--- src/rtl/booth_radix4_multiplier.sv ---
// Sequential radix-4 Booth multiplier with Begin/Done handshake and per-operation signed mode.
// Optional feature: define MULT_EARLY_TERM_EN to finish as soon as all remaining Booth digits are zero.
module booth_radix4_multiplier #(
   parameter int WIDTH = 16
) (
   input  logic               CLK,
   input  logic               RST,
   input  logic [WIDTH-1:0]   Multiplicand,
   input  logic [WIDTH-1:0]   Multiplier,
   input  logic               Signed,
   input  logic               Begin,
   output logic               Busy,
   output logic               Done,
   output logic [2*WIDTH-1:0] Product
);

   localparam int ITER = WIDTH / 2 + 1;
   localparam int AW   = WIDTH + 4;
   localparam int MW   = WIDTH + 2;
   localparam int PW   = AW + MW + 1;
   localparam int CW   = $clog2(ITER + 1);

   typedef enum logic [1:0] {S_IDLE, S_LOAD, S_CALC, S_DONE} state_t;

   state_t             r_state;
   state_t             w_next;
   logic [AW-1:0]      r_mc;
   logic [PW-1:0]      r_p;
   logic [CW-1:0]      r_cnt;
   logic [2*WIDTH-1:0] r_product;
   logic               r_busy;
   logic               r_done;

   logic [AW-1:0]      w_ext_mc;
   logic [MW-1:0]      w_ext_mp;
   logic [AW-1:0]      w_addend;
   logic [AW-1:0]      w_sum;
   logic [PW-1:0]      w_shift;
   logic [PW-1:0]      w_step;
   logic               w_last;

   assign w_ext_mc = Signed ? {{4{Multiplicand[WIDTH-1]}}, Multiplicand} : {4'b0000, Multiplicand};
   assign w_ext_mp = Signed ? {{2{Multiplier[WIDTH-1]}}, Multiplier} : {2'b00, Multiplier};

   // r_p = {accumulator, unconsumed multiplier bits, bit -1}; low three bits form the current digit
   always_comb begin
      w_addend = {AW{1'b0}};
      case (r_p[2:0])
         3'b001, 3'b010: w_addend = r_mc;
         3'b011:         w_addend = {r_mc[AW-2:0], 1'b0};
         3'b100:         w_addend = {AW{1'b0}} - {r_mc[AW-2:0], 1'b0};
         3'b101, 3'b110: w_addend = {AW{1'b0}} - r_mc;
         default:        w_addend = {AW{1'b0}};
      endcase
   end

   assign w_sum   = r_p[PW-1 -: AW] + w_addend;
   assign w_shift = $signed({w_sum, r_p[MW:0]}) >>> 2;

`ifdef MULT_EARLY_TERM_EN
   logic          w_early;
   logic [CW:0]   w_amt;
   logic [PW-1:0] w_jump;

   // Remaining digits are all zero when the unconsumed bits all match the new bit -1
   always_comb begin
      w_early = 1'b1;
      for (int j = 1; j <= MW; j++) begin
         w_early = w_early & ((j > WIDTH - 2 * int'(r_cnt)) | (w_shift[j] == w_shift[0]));
      end
   end

   assign w_amt  = {CW'(ITER - 1) - r_cnt, 1'b0};
   assign w_jump = $signed(w_shift) >>> w_amt;
   assign w_step = w_early ? w_jump : w_shift;
   assign w_last = w_early | (r_cnt == CW'(ITER - 1));
`else
   assign w_step = w_shift;
   assign w_last = (r_cnt == CW'(ITER - 1));
`endif

   always_comb begin
      w_next = r_state;
      case (r_state)
         S_IDLE: begin
            if (Begin) w_next = S_LOAD;
            else       w_next = S_IDLE;
         end
         S_LOAD: begin
            if (Begin) w_next = S_LOAD;
            else       w_next = S_CALC;
         end
         S_CALC: begin
            if (Begin)       w_next = S_LOAD;
            else if (w_last) w_next = S_DONE;
            else             w_next = S_CALC;
         end
         S_DONE: begin
            if (Begin) w_next = S_LOAD;
            else       w_next = S_DONE;
         end
         default: w_next = S_IDLE;
      endcase
   end

   // Begin=1 recaptures in every state; Product only changes on the DONE-entry edge
   always_ff @(posedge CLK) begin
      if (RST) begin
         r_state   <= S_IDLE;
         r_mc      <= {AW{1'b0}};
         r_p       <= {PW{1'b0}};
         r_cnt     <= {CW{1'b0}};
         r_product <= {(2*WIDTH){1'b0}};
         r_busy    <= 1'b0;
         r_done    <= 1'b0;
      end else begin
         r_state <= w_next;
         r_busy  <= (w_next == S_CALC);
         r_done  <= (w_next == S_DONE);
         if (Begin) begin
            r_mc  <= w_ext_mc;
            r_p   <= {{AW{1'b0}}, w_ext_mp, 1'b0};
            r_cnt <= {CW{1'b0}};
         end else if (r_state == S_CALC) begin
            r_p   <= w_step;
            r_cnt <= r_cnt + {{(CW-1){1'b0}}, 1'b1};
            if (w_last) begin
               r_product <= w_step[2*WIDTH:1];
            end
         end
      end
   end

   assign Busy    = r_busy;
   assign Done    = r_done;
   assign Product = r_product;

endmodule

--- config.mk ---
export PLATFORM = sky130hd
export DESIGN_NAME = booth_radix4_multiplier
export DESIGN_NICKNAME = d
export VERILOG_FILES = /design/src/rtl/booth_radix4_multiplier.sv
export SDC_FILE = /design/constraint.sdc
export NUM_CORES = 1
export LEC_CHECK = 0
export CORE_AREA = 2 2 97 192
export CTS_CLUSTER_SIZE = 28
export DETAILED_ROUTE_END_ITERATION = 7
export DIE_AREA = 0 0 99 194
export PLACE_DENSITY = 0.54
export SYNTH_ARGS = -nofsm -noshare
export SYNTH_HDL_FRONTEND = slang
export SYNTH_SLANG_ARGS = --single-unit
--- constraint.sdc ---
create_clock -name CLK -period 8.64 [get_ports CLK]
set_input_delay 0.864 -clock CLK [delete_from_list [all_inputs] [get_ports CLK]]
set_output_delay 0.864 -clock CLK [all_outputs]
set_load 0.02 [all_outputs]
* Word-level counts from Yosys, hierarchy flattened
Cells that the tools add are included.
** Storage, ports and cells
- Register bits after elaboration :: 97
- Bits of input ports :: 36
** Cells by class
- $add $sub $neg :: 4
- Eq/ne operators :: 12
- Multiplexer cells :: 11
- Bitwise operators :: 1
- Reduce and logical (&&, ||, !) cells :: 6
** Operators by type and width (count)
- 20-bit case mux with 4 select lines :: 1
- 1-bit by 20-bit subtractor with 20-bit output, first input constant :: 2
- 19-bit 2-to-1 mux :: 2
- 20-bit adder :: 1
- 20-bit 2-to-1 mux :: 1
- 18-bit 2-to-1 mux :: 1
- 3-bit equality test, second input constant :: 3
- 2-bit equality test, second input constant :: 4
- 2-bit case mux with 4 select lines :: 1
- 3-bit by 2-bit equality test with 1-bit output, second input constant :: 2
- 2-bit 2-to-1 mux :: 3
- 2-bit OR reduction :: 3
- 4-bit by 1-bit adder with 4-bit output, second input constant :: 1
- 4-bit equality test, second input constant :: 1
- 3-bit by 1-bit equality test with 1-bit output, second input constant :: 1
- 3-bit AND reduction :: 1
- 2-bit by 1-bit equality test with 1-bit output, second input constant :: 1
- 2-bit zero test :: 1
- 1-bit 2-to-1 mux :: 2
- 2-bit nonzero test :: 1
- 1-bit NOT :: 1

* Depth between registers and ports, before layout
- Depth in word-level cells :: 6
- Depth in mapped cells :: 17
- Gate-level depth less buffers :: 17

* Worst setup path before layout
No wires, ideal clock.
- Kind :: register -> register
- Start :: register r_mc[0]
- End :: register, netlist name r_p[36]
- Library setup time :: 134 ps
- Data arrival time :: 3992 ps
- Setup slack :: 4514 ps
- Cell stages (with the launch flop) :: 18
- Buffers on the path :: 1
- Cell sequence :: dfxtp_1 -> inv_1 -> ha_1 -> nor3b_2 -> nand3_1 -> nor3_1 -> xnor2_1 -> o21ai_0 -> mux4_2 -> ha_1 -> and2_0 -> clkbuf_1 -> a32o_1 -> a31oi_1 -> and4b_1 -> nor2_1 -> a221oi_1 -> or4b_1
** On the way
- Longest elaborated chain between the ends :: 3
- Elaborated cells between the ends (all ways) :: 4
- Those cells by class :: add/sub: 3; mux: 1
** Ends and longest elaborated chain
- start, declared :: RTL line 27 : logic [AW-1:0] r_mc;
- start signal, assigned :: RTL line 110 : r_mc <= {AW{1'b0}};
- start signal, assigned :: RTL line 121 : r_mc <= w_ext_mc;
- 1-bit by 20-bit subtractor with 20-bit output, on equally long branches :: RTL line 52, 51
- 20-bit case mux with 4 select lines (*) :: RTL line 48 : case (r_p[2:0])
- 20-bit adder (*) :: RTL line 57 : assign w_sum = r_p[PW-1 -: AW] + w_addend;
Mark *: on every way between the ends. The rest lies on a longest branch, timed or not.
A chain may end at the register's enable or synchronous reset.

* Worst setup path in the final report
- Start :: register r_mc[0]
- End :: register, netlist name r_p[36]
** On the way
- Longest elaborated chain between the ends :: 3
- Elaborated cells between the ends (all ways) :: 4
- Those cells by class :: add/sub: 3; mux: 1
** Ends and longest elaborated chain (RTL line)
- 1-bit by 20-bit subtractor with 20-bit output, on equally long branches :: 52, 51
- 20-bit case mux with 4 select lines (*) :: 48
- 20-bit adder (*) :: 57
Marked as above.

==> flow_metrics.py <==
metrics = {
    "floorplan": {
        "die_h_um": 194,
        "core-area_um2": 17700,
        "rows": 69,
        "die-area_um2": 19200,
        "fp.dieW_um": 99,
        "start_util": 0.315,
        "ios": 70,
    },
    "power": {
        "ir_drop_uv": 162,
        "share_seq_of_total_power": 0.441,
        "cellLeakagePower_nw": 2.56,
        "power.switching_w": 0.000275,
        "p_clk_frac": 0.419,
        "power-per-cell-area_nw_per_um2": 156,
        "p_comb_frac": 0.141,
        "internal-power_w": 0.000768,
        "swShare": 0.264,
    },
    "synth": {
        "avgSynthCellArea_um2": 7.47,
        "syn_nets": 806,
        "synth-warning-count": 0,
        "synth.area.top_cells": "dfxtp_1 34%, nand2_1 11%, a21oi_1 9.7%",
        "synth.cells.most_frequent": "159 x nand2_1, 108 x a21oi_1, 94 x dfxtp_1, 73 x nor2_1, 37 x clkbuf_1",
        "yosysSeqAreaShare": 0.337,
        "synthCells": 747,
        "yosysMostFrequentCell": "nand2_1",
        "synth_largest_area_cell": "dfxtp_1",
        "synth_area_um2": 5580,
        "ys_seq_elements": 94,
        "synth_top_area_frac": 0.337,
        "synth_edf_count": 0,
        "ys_async_sr_fraction": 0,
        "synth_cell_types": 65,
        "synth_ff_type": "dfxtp_1",
    },
    "timing": {
        "worst_slew_pin_slew_ns": 0.955,
        "maxSlewHeadroom": 0.363,
        "hold_viol": 0,
        "setup-violations-final": 0,
        "slew_violations": 0,
        "finClkSkew_ns": 0.0107,
        "rsz0062_at_grt": "false",
        "finalCriticalPeriod_ns": 4.64,
        "fin_crit_sh": 0.538,
        "max_freq_mhz": 215,
        "tns_ns": 0,
        "holdWs_ns": 0.454,
    },
    "setup_path": {
        "crit_path_start_kind": "register",
        "cp.required_ns": 8.86,
        "critPathCaptureType": "register",
        "crit_type": "reg -> reg",
        "arrival_ns": 4.87,
        "cp_max_fo": 7,
    },
    "global_route": {
        "antenna_found_initial": 0,
        "grt_max_degree": 55,
        "grt_pass1_wl_mm": 27.8,
        "grt_overflow": 0,
        "first_global_vias": 5395,
        "grtUsageTotal": 0.183,
    },
    "job": {
        "max_cap_viol_count": 0,
    },
    "drt": {
        "vias": 5329,
        "wl_per_cell_um": 17.3,
        "drc": 0,
        "drt_wl_total_mm": 17.3,
        "drtAntennaViolNets": 0,
        "viasPerCell": 5.32,
        "detail_route.first_pass.iterations": 4,
        "drt_iter0_drc": 279,
    },
    "final_layout": {
        "nets": 842,
        "multiInputGateArea_um2": 3420,
        "regArea_um2": 1880,
        "drive_above_1_share": 0.0584,
        "final_area_um2": 6710,
        "syn2layout_area_growth_pct": 20.1,
        "n_antenna_cell": 0,
        "fillCellCount": 1812,
    },
    "clock_tree": {
        "ctsResizeCount": 0,
        "cts_tree": "built",
        "cts_buffers": 9,
        "clock-root-buffer": "clkbuf_16",
        "cts_buffer_depth": 2,
        "cts_hold_buf": 0,
        "h-tree-depth": 3,
        "cts_setup_buffers": 0,
        "cts.clk_slew.worst_paths_ns": 0.07,
        "insertion_delay_ns": 0.35,
        "clock_sinks": 94,
    },
    "placement": {
        "place_area_um2": 6380,
        "portBuffers": 69,
        "dp_hpwl_mm": 12.9,
        "place_congestion": 0.922,
    },
    "hold_path": {
        "hp-class": "reg -> reg",
    },
    "outcome": {
        "status": "finished, final reports clean",
    },
}
==> layer usage <==
| layer | wire length [um] | up-vias | GRT usage |
|---|---|---|---|
| met1 | 6360 | 2489 | 0.184 |
| met4 | 1250 | 0 | 0.127 |
| met2 | 9360 | 105 | 0.338 |
| met5 | 0 | - | 0 |
| met3 | 362 | 55 | 0.0220 |
| li1 | - | 2680 | - |
==> per-stage QoR <==
stage                     power [W]  worst slack [ns]   util  std cells
final                       0.00104              4.00  0.379       1001
after global routing        0.00109              3.60  0.379       1001
after CTS                   0.00106              4.04  0.379       1001
after detailed placement   0.000616              4.06  0.360        985
after global placement     0.000617              4.17  0.360        985
after floorplan            0.000567              4.51      -        747
==> power groups by stage <==
stage               combinational [W]  sequential (W)  clock (W)
global route                 0.000163        0.000462   0.000465
floorplan                    0.000106        0.000460          0
global placement             0.000148        0.000470          0
CTS                          0.000148        0.000460   0.000449
finish                       0.000147        0.000460   0.000437
detailed placement           0.000147        0.000470          0
==> worst max-delay path, cell delays in order, from the launching register on <==
cell and delay (ns):
dfxtp_1 0.33, inv_1 0.10, ha_1 0.21, nor3b_2 0.34, nand3_1 0.27, nor3_1 0.25, xnor2_1 0.20, o21ai_0 0.11
mux4_2 0.50, ha_1 0.35, and2_0 0.27, a32o_1 0.29, a31oi_1 0.24, and4b_1 0.27, nor2_1 0.09, a221oi_1 0.27
or4b_1 0.45
==> state kept, by name, indices dropped and copies added (netlist names) <==
signal / cells
Product: 32
r_state: 2
Done: 1
r_p: 37
Busy: 1
r_mc: 17
r_cnt: 4
==> final cells by class <==
type                            instances  share of cell area
Clock buffer                           10              0.0356
Tap cell                              213              0.0397
Sequential cell                        94               0.281
Clock inverter                          6              0.0134
Multi-Input combinational cell        584               0.510
Inverter                               16             0.00896
Timing Repair Buffer                   78               0.112
==> cells in the final DEF, fill, tap and decap left out, types with 4 or more instances in the layout <==
| cell type | synthesis | routed |
|---|---|---|
| ha_1 | 22 | 22 |
| a21oi_1 | 108 | 108 |
| nand3_1 | 11 | 11 |
| nand4_1 | 4 | 4 |
| mux2_2 | 6 | 6 |
| nor4_1 | 5 | 5 |
| a31oi_1 | 4 | 4 |
| a211oi_1 | 8 | 8 |
| and2_1 | 5 | 5 |
| buf_4 | 1 | 9 |
| mux2i_1 | 19 | 19 |
| inv_1 | 16 | 16 |
| a22oi_1 | 4 | 4 |
| xor2_1 | 12 | 12 |
| o22ai_1 | 5 | 5 |
| a21o_1 | 13 | 13 |
| nor2_1 | 73 | 73 |
| clkdlybuf4s50_1 | 0 | 67 |
| dfxtp_1 | 94 | 94 |
| xnor2_1 | 20 | 20 |
| o211ai_1 | 5 | 5 |
| nor3_1 | 9 | 8 |
| clkbuf_16 | 0 | 9 |
| nand2_1 | 159 | 159 |
| o21ai_0 | 20 | 20 |
| o21bai_1 | 4 | 4 |
| a221oi_1 | 6 | 6 |
==> logic make-up after synthesis <==
logic type / Yosys count / share of synthesized area
buffers and inverters: 69 / 0.0513
XOR/XNOR: 32 / 0.0502
multiplexers: 26 / 0.0502
flip-flops: 94 / 0.337
AND/OR/NAND/NOR: 299 / 0.237
adder cells (fa/ha/maj): 23 / 0.0529
AO/OA/AOI/OAI: 204 / 0.222
==> final timing paths <==
check | cells after the start | start | endpoint | slack [ns]
max reg2reg | 16 | r_mc[0] | r_p[36] | 4.00
min | 2 | Product[20] | Product[20] | 0.45
max | 16 | r_mc[0] | r_p[36] | 4.00
min reg2reg | 2 | Product[20] | Product[20] | 0.45
Power figures use the tool's default switching activity.
